File: config.mk
export PLATFORM = sky130hd
export DESIGN_NAME = mem_axi_master
export DESIGN_NICKNAME = d
export VERILOG_FILES = /design/src/rtl/mem_axi_master.sv
export SDC_FILE = /design/constraint.sdc
export NUM_CORES = 1
export LEC_CHECK = 0
export CAP_MARGIN = 25
export CELL_PAD_IN_SITES_DETAIL_PLACEMENT = 2
export CELL_PAD_IN_SITES_GLOBAL_PLACEMENT = 2
export CORE_ASPECT_RATIO = 1.1
export CORE_MARGIN = 1
export CORE_UTILIZATION = 24
export DETAILED_ROUTE_END_ITERATION = 10
export MAX_ROUTING_LAYER = met4
export PLACE_DENSITY_LB_ADDON = 0.1
export SLEW_MARGIN = 20
export SYNTH_ARGS = -nofsm -noshare
export SYNTH_HDL_FRONTEND = slang
export SYNTH_SLANG_ARGS = --single-unit
File: constraint.sdc
create_clock -name clk -period 14.7 [get_ports clk]
set_input_delay 4.41 -clock clk [delete_from_list [all_inputs] [get_ports clk]]
set_output_delay 4.41 -clock clk [all_outputs]
set_load 0.05 [all_outputs]
File: src/rtl/mem_axi_master.sv
// Core/cache memory port to AXI4-Lite bridge: turns level-held ren/wen requests
// into single AXI4-Lite transactions and returns a one-cycle completion pulse.
module mem_axi_master #(
   parameter int ADDR_WIDTH = 64,
   parameter int DATA_WIDTH = 64
) (
   input  logic                      clk,
   input  logic                      rst,
   // requester read port
   input  logic                      ren,
   input  logic [ADDR_WIDTH-1:0]     raddr,
   output logic [DATA_WIDTH-1:0]     rdata,
   output logic                      rvalid,
   // requester write port
   input  logic                      wen,
   input  logic [ADDR_WIDTH-1:0]     waddr,
   input  logic [DATA_WIDTH-1:0]     wdata,
   input  logic [DATA_WIDTH/8-1:0]   wmask,
   output logic                      wvalid,
   // AW channel
   output logic [ADDR_WIDTH-1:0]     awaddr,
   output logic                      awvalid,
   input  logic                      awready,
   // W channel
   output logic [DATA_WIDTH-1:0]     axi_wdata,
   output logic [DATA_WIDTH/8-1:0]   wstrb,
   output logic                      axi_wvalid,
   input  logic                      wready,
   // B channel
   input  logic [1:0]                bresp,
   input  logic                      bvalid,
   output logic                      bready,
   // AR channel
   output logic [ADDR_WIDTH-1:0]     araddr,
   output logic                      arvalid,
   input  logic                      arready,
   // R channel
   input  logic [DATA_WIDTH-1:0]     axi_rdata,
   input  logic [1:0]                rresp,
   input  logic                      axi_rvalid,
   output logic                      rready,
   // status
   output logic                      bus_err,
   output logic [2:0]                debug_state
);

   localparam int STRB_W = DATA_WIDTH / 8;

   typedef enum logic [2:0] {
      S_IDLE  = 3'd0,
      S_WADDR = 3'd1,
      S_WRESP = 3'd2,
      S_RADDR = 3'd3,
      S_RDATA = 3'd4,
      S_DONE  = 3'd5,
      S_DRAIN = 3'd6
   } state_e;

   state_e                state_q, state_d;
   logic [ADDR_WIDTH-1:0] awaddr_q, awaddr_d;
   logic [DATA_WIDTH-1:0] wdata_q, wdata_d;
   logic [STRB_W-1:0]     wstrb_q, wstrb_d;
   logic                  awvalid_q, awvalid_d;
   logic                  axi_wvalid_q, axi_wvalid_d;
   logic                  aw_done_q, aw_done_d;
   logic                  w_done_q, w_done_d;
   logic                  bready_q, bready_d;
   logic [ADDR_WIDTH-1:0] araddr_q, araddr_d;
   logic                  arvalid_q, arvalid_d;
   logic                  rready_q, rready_d;
   logic [DATA_WIDTH-1:0] rdata_q, rdata_d;
   logic                  rvalid_q, rvalid_d;
   logic                  wvalid_q, wvalid_d;
   logic                  bus_err_q, bus_err_d;
   logic                  served_write_q, served_write_d;

   logic aw_hs, w_hs, aw_now, w_now;

   assign aw_hs  = awvalid_q & awready;
   assign w_hs   = axi_wvalid_q & wready;
   assign aw_now = aw_done_q | aw_hs;
   assign w_now  = w_done_q | w_hs;

   always_ff @(posedge clk or posedge rst) begin
      if (rst) begin
         state_q        <= S_IDLE;
         awaddr_q       <= '0;
         wdata_q        <= '0;
         wstrb_q        <= '0;
         awvalid_q      <= 1'b0;
         axi_wvalid_q   <= 1'b0;
         aw_done_q      <= 1'b0;
         w_done_q       <= 1'b0;
         bready_q       <= 1'b0;
         araddr_q       <= '0;
         arvalid_q      <= 1'b0;
         rready_q       <= 1'b0;
         rdata_q        <= '0;
         rvalid_q       <= 1'b0;
         wvalid_q       <= 1'b0;
         bus_err_q      <= 1'b0;
         served_write_q <= 1'b0;
      end else begin
         state_q        <= state_d;
         awaddr_q       <= awaddr_d;
         wdata_q        <= wdata_d;
         wstrb_q        <= wstrb_d;
         awvalid_q      <= awvalid_d;
         axi_wvalid_q   <= axi_wvalid_d;
         aw_done_q      <= aw_done_d;
         w_done_q       <= w_done_d;
         bready_q       <= bready_d;
         araddr_q       <= araddr_d;
         arvalid_q      <= arvalid_d;
         rready_q       <= rready_d;
         rdata_q        <= rdata_d;
         rvalid_q       <= rvalid_d;
         wvalid_q       <= wvalid_d;
         bus_err_q      <= bus_err_d;
         served_write_q <= served_write_d;
      end
   end

   always_comb begin
      state_d        = state_q;
      awaddr_d       = awaddr_q;
      wdata_d        = wdata_q;
      wstrb_d        = wstrb_q;
      awvalid_d      = awvalid_q;
      axi_wvalid_d   = axi_wvalid_q;
      aw_done_d      = aw_done_q;
      w_done_d       = w_done_q;
      bready_d       = bready_q;
      araddr_d       = araddr_q;
      arvalid_d      = arvalid_q;
      rready_d       = rready_q;
      rdata_d        = rdata_q;
      rvalid_d       = rvalid_q;
      wvalid_d       = wvalid_q;
      bus_err_d      = bus_err_q;
      served_write_d = served_write_q;

      unique case (state_q)
         S_IDLE: begin
            // a simultaneous write and read request is resolved in favour of the write
            if (wen) begin
               awaddr_d       = waddr;
               wdata_d        = wdata;
               wstrb_d        = wmask;
               awvalid_d      = 1'b1;
               axi_wvalid_d   = 1'b1;
               aw_done_d      = 1'b0;
               w_done_d       = 1'b0;
               served_write_d = 1'b1;
               state_d        = S_WADDR;
            end else if (ren) begin
               araddr_d       = raddr;
               arvalid_d      = 1'b1;
               served_write_d = 1'b0;
               state_d        = S_RADDR;
            end
         end
         S_WADDR: begin
            if (aw_hs) awvalid_d = 1'b0;
            if (w_hs)  axi_wvalid_d = 1'b0;
            aw_done_d = aw_now;
            w_done_d  = w_now;
            if (aw_now && w_now) begin
               bready_d = 1'b1;
               state_d  = S_WRESP;
            end
         end
         S_WRESP: begin
            if (bvalid && bready_q) begin
               bready_d = 1'b0;
               wvalid_d = 1'b1;
               if (bresp != 2'b00) bus_err_d = 1'b1;
               state_d  = S_DONE;
            end
         end
         S_RADDR: begin
            if (arvalid_q && arready) begin
               arvalid_d = 1'b0;
               rready_d  = 1'b1;
               state_d   = S_RDATA;
            end
         end
         S_RDATA: begin
            // error responses still deliver their data to the requester
            if (axi_rvalid && rready_q) begin
               rdata_d  = axi_rdata;
               rready_d = 1'b0;
               rvalid_d = 1'b1;
               if (rresp != 2'b00) bus_err_d = 1'b1;
               state_d  = S_DONE;
            end
         end
         S_DONE: begin
            rvalid_d = 1'b0;
            wvalid_d = 1'b0;
            state_d  = S_DRAIN;
         end
         S_DRAIN: begin
            // hold off until the requester has dropped the line we just served
            if (served_write_q ? !wen : !ren) state_d = S_IDLE;
         end
         default: state_d = S_IDLE;
      endcase
   end

   assign awaddr      = awaddr_q;
   assign awvalid     = awvalid_q;
   assign axi_wdata   = wdata_q;
   assign wstrb       = wstrb_q;
   assign axi_wvalid  = axi_wvalid_q;
   assign bready      = bready_q;
   assign araddr      = araddr_q;
   assign arvalid     = arvalid_q;
   assign rready      = rready_q;
   assign rdata       = rdata_q;
   assign rvalid      = rvalid_q;
   assign wvalid      = wvalid_q;
   assign bus_err     = bus_err_q;
   assign debug_state = state_q;

endmodule

# --- Word-level counts from Yosys, hierarchy flattened ---
# Cells that the tools add are included.
op_classes:
  muxes: 38
  n_bitwise: 5
  eq_ne: 19
  n_reduce_logical: 31
op_table:
  columns: ["op", "count"]
  rows:
  - ["$ne 2x2->1 const B", 12]
  - ["$mux 3", 7]
  - ["$pmux 3 s7", 1]
  - ["$mux 1", 20]
  - ["$pmux 1 s2", 10]
  - ["$reduce_bool 2->1", 10]
  - ["$reduce_and 3->1", 5]
  - ["$reduce_and 2->1", 6]
  - ["$eq 3x3->1 const B", 3]
  - ["$eq 3x2->1 const B", 2]
  - ["$reduce_and 6->1", 1]
  - ["$reduce_and 5->1", 1]
  - ["$logic_and 1x1->1", 4]
  - ["$reduce_and 4->1", 1]
  - ["$eq 3x1->1 const B", 1]
  - ["$logic_not 3->1", 1]
  - ["$ne 3x3->1 const B", 1]
  - ["$and 1x1->1", 2]
  - ["$logic_not 1->1", 2]
  - ["$or 1x1->1", 2]
  - ["$not 1->1", 1]
word_totals:
  output_inout_bits: 275
  reg_bits: 278

# --- Logic depth before layout (Yosys ltp) ---
logic_depth:
  ltp_word: 5
  depth_mapped: 6
  ltp_nobuf: 4

# --- Least setup slack after synthesis ---
# Ideal clock, no wire load.
synth_timing:
  path_kind: "input-to-reg"
  startpoint: "input port wen"
  endpoint: "register state_q[2] (netlist: debug_state[2])"
  setup_slack_ns: 9.279
  path_buffers: 0
  setup_time_ns: 0.125
  cell_stages: 4
  required_time_ns: 14.575
  arrival_time_ns: 5.296
  cell_sequence: "nor4_1 -> a311oi_1 -> o21ai_0 -> mux2_2"
synth_between:
  elab_chain_len: 4
synth_lines:
  columns: ["element", "line", "rtl"]
  rows:
  - ["from (decl)", "15", "input logic wen,"]
  - ["$logic_not 1->1", "205", "if (served_write_q ? !wen : !ren) state_d = S_IDLE;"]
  - ["$mux 1", "205", null]
  - ["$ne 2x2->1 (no line)", null, null]
  - ["$reduce_and 6->1 (no line)", null, null]
  - ["to (signal assigned)", "104", "state_q <= state_d;"]
  - ["to (decl)", "59", "state_e state_q, state_d;"]
# Parallel ways exist; a longest one is shown, timed or not.
# A chain may end at the register's enable or synchronous reset.

# --- Worst setup path in the final report ---
layout_timing:
  startpoint: "register state_q[0] (netlist: debug_state[0])"
  endpoint: "output port debug_state[0]"
layout_lines:
  columns: ["element", "line", "rtl"]
  rows:
  - ["to (decl)", "44", "output logic [2:0] debug_state"]
# No word-level cell between the ends.

==> metrics.txt <==
final max-slew violation count 0; clock share of power 17.0%; GR Overflow Total 0; Leak Pwr 0.008267 uW; setup TNS 0 ps; PD cells 283.0 nW/um^2; Net Switching 2456 uW; Startpoint Class register; Tmin final 6582 ps; post-route ant nets 0; CTS clk-pin slew, worst paths 60 ps; DR vias 9020; Net Sw Frac 48.25%; Gates resized, CTS repair 0; WS Path Type reg2out; Worst setup endpoint debug_state[0]; postcts setup bufs 0; post-layout util 40.52%; CP top delay family buffers and inverters; Synthesized Nets 1209; Post-synth top flop dfrtp_1; post-route DRC violation count 0; Die Y 224.3 um; CP arrival 2170 ps; # H-tree levels 2; routability-driven placement congestion ratio 0.7694; Worst Setup End Kind primary output; Critical Path Slowest Stage Cell clkdlybuf4s50_1; largest net degree at the start of global routing 136; Yosys reg bits 278; clock latency at the later pin of the worst-skew pair 530 ps; Die Footprint 45800 sq um; Netlist Area Pre-Place 10790 sq um; final setup vio count 0; Netlist cell types 33; Core Rows 81; Critical path origin debug_state[0]; Final HPWL DP 31.91 mm; clock buffer depth 3; worst min path class reg2reg; Max VDD drop 0.00009852 V; initial antenna violation count 8; ys async rst share 100.0%; drt pass-1 iters 4; Core Area 44390 sq um; vias in the first global route 10020; final instance area 17990 sq um; share of cells above drive strength 1 12.83%; mean area per synthesized cell 11.57 sq um; Peak Freq 151.9 MHz; Crit Path Max Fanout 16; DR WL/cell 20.86 um; Internal Pwr Total 2634 uW; critical path required time 10290 ps; FF-to-FF setup slack 11730 ps; clock sinks 278; CP cell instances clkdlybuf4s50_1; post-synthesis sequential area ratio 64.49%; WP depth 1; Final #Nets 1756; Worst R2R End axi_wdata[15]; Final Hold Vio Count 0; routed wire length 43.66 mm; combinational share of power 56.3%; GRT Total Usage 19.25%; Die Width 204.1 um; Reg2Reg Depth 5; CTS tree done; Area after DPL 16830 sq um; outcome finished clean; initial core utilization 24.30%; port buffer count 551; relative slew slack 28.76%; root buffer cell clkbuf_16; DRT iter0 DRCs 233; hold buffer count at cts 0; max_cap viols 0; Syn-to-layout area delta 66.77%; Syn Inst Count 932; Ys Warns 0; worst hold slack 465.4 ps; Max Clock Skew 11.85 ps; CP max stage delay 940 ps; first-pass GRT wire length 63.68 mm; Inserted Clock Buffers 35; unrepaired setup endpoints after global routing no; Worst Tran Pin Value 1069 ps; Buf+Inv Stages, Crit Path 1; Seq pwr share 26.7%; DR vias/cell 4.310; Worst R2R Start debug_state[0]; Ports 552; EDFF count, synth 0; Final period util 44.78%
==> registers in the layout, indices dropped and copies added (netlist names) <==
register	flops
axi_wdata	64
arvalid	1
wstrb	8
awvalid	1
araddr	64
served_write_q	1
debug_state	3
rdata	64
aw_done_q	1
rvalid	1
bready	1
rready	1
w_done_q	1
wvalid	1
axi_wvalid	1
bus_err	1
awaddr	64
==> cells by family (layout without fill, tap and decap cells) <==
family                 after synthesis  in the layout  synth area share, %
AO/OA/AOI/OAI                       30             30                1.728
buffers and inverters               50            622                2.668
flip-flops                         278            278                64.49
multiplexers                       131            131                15.37
other                                0              8                    0
AND/OR/NAND/NOR                    443            443                15.74
==> per-layer routing <==
layer  wire length [um]  up-vias  GRT usage (%)
met2              22340      302          32.70
met5                  0        -              -
met4               1421        0          7.872
met3               3484       72          6.433
li1                   -     4098              -
met1              16410     4548          20.44
==> cell type report <==
| type | count | area (sq um) |
|---|---|---|
| timing repair buffer | 557 | 5573 |
| antenna | 8 | 20.02 |
| inverter | 3 | 18.77 |
| clock buffer | 53 | 1046 |
| fill | 4693 | 26400 |
| tap | 581 | 726.9 |
| sequential | 278 | 6957 |
| clock inverter | 9 | 95.09 |
| multi-input combinational | 604 | 3552 |
==> power by group through the flow <==
stage               combinational, uW  sequential, uW  clock (uW)
detailed placement               2900            1370           0
global placement                 2860            1350           0
global route                     3000            1400         929
CTS                              2910            1360         905
finish                           2860            1360         868
floorplan                         570            2610           0
==> synthesized netlist by cell type (3+ instances only) <==
cell type | n | area, sq um
a21oi_1 | 11 | 55.05
nor2_1 | 7 | 26.28
dfrtp_1 | 278 | 6957
buf_2 | 29 | 145.1
mux2_4 | 49 | 735.7
nand2_1 | 423 | 1588
inv_1 | 3 | 11.26
mux2_2 | 81 | 912.1
o21ai_0 | 8 | 40.04
clkbuf_1 | 6 | 22.52
buf_6 | 5 | 56.30
buf_4 | 7 | 52.55
==> layout by cell type (no fill, tap or decap), types with 8 or more instances in the layout <==
cell type and count:
clkdlybuf4s50_1 551, dfrtp_1 278, mux2_4 49, nand2_1 422, mux2_2 81, a21oi_1 11
o21ai_0 8, clkbuf_1 10, diode_2 8, clkbuf_16 37
==> worst min path at each step <==
stage | slack, ps | start | cells after the start | end
final | 470 | bus_err | 1 | bus_err
after global routing | 490 | awaddr[28] | 2 | awaddr[28]
after CTS | 470 | bus_err | 1 | bus_err
after detailed placement | 460 | bus_err | 1 | bus_err
after global placement | 440 | bus_err | 1 | bus_err
after floorplan | 450 | served_write_q | 2 | served_write_q
==> through the flow <==
step / worst slack (ps) / total power [uW] / cells
after CTS: 8087 / 5179 / 2085
after floorplan: 2625 / 3176 / 932
final: 8118 / 5090 / 2093
after detailed placement: 7530 / 4269 / 2023
after global placement: 7583 / 4209 / 2023
after global routing: 7974 / 5332 / 2093
==> worst reg2reg max path, stage by stage, from the launching register on <==
cell and delay [ps]:
dfrtp_1 580, nor3_2 430, and2_4 640, buf_4 860, nand2_1 290, nand2_1 100
Power figures use the tool's default switching activity.
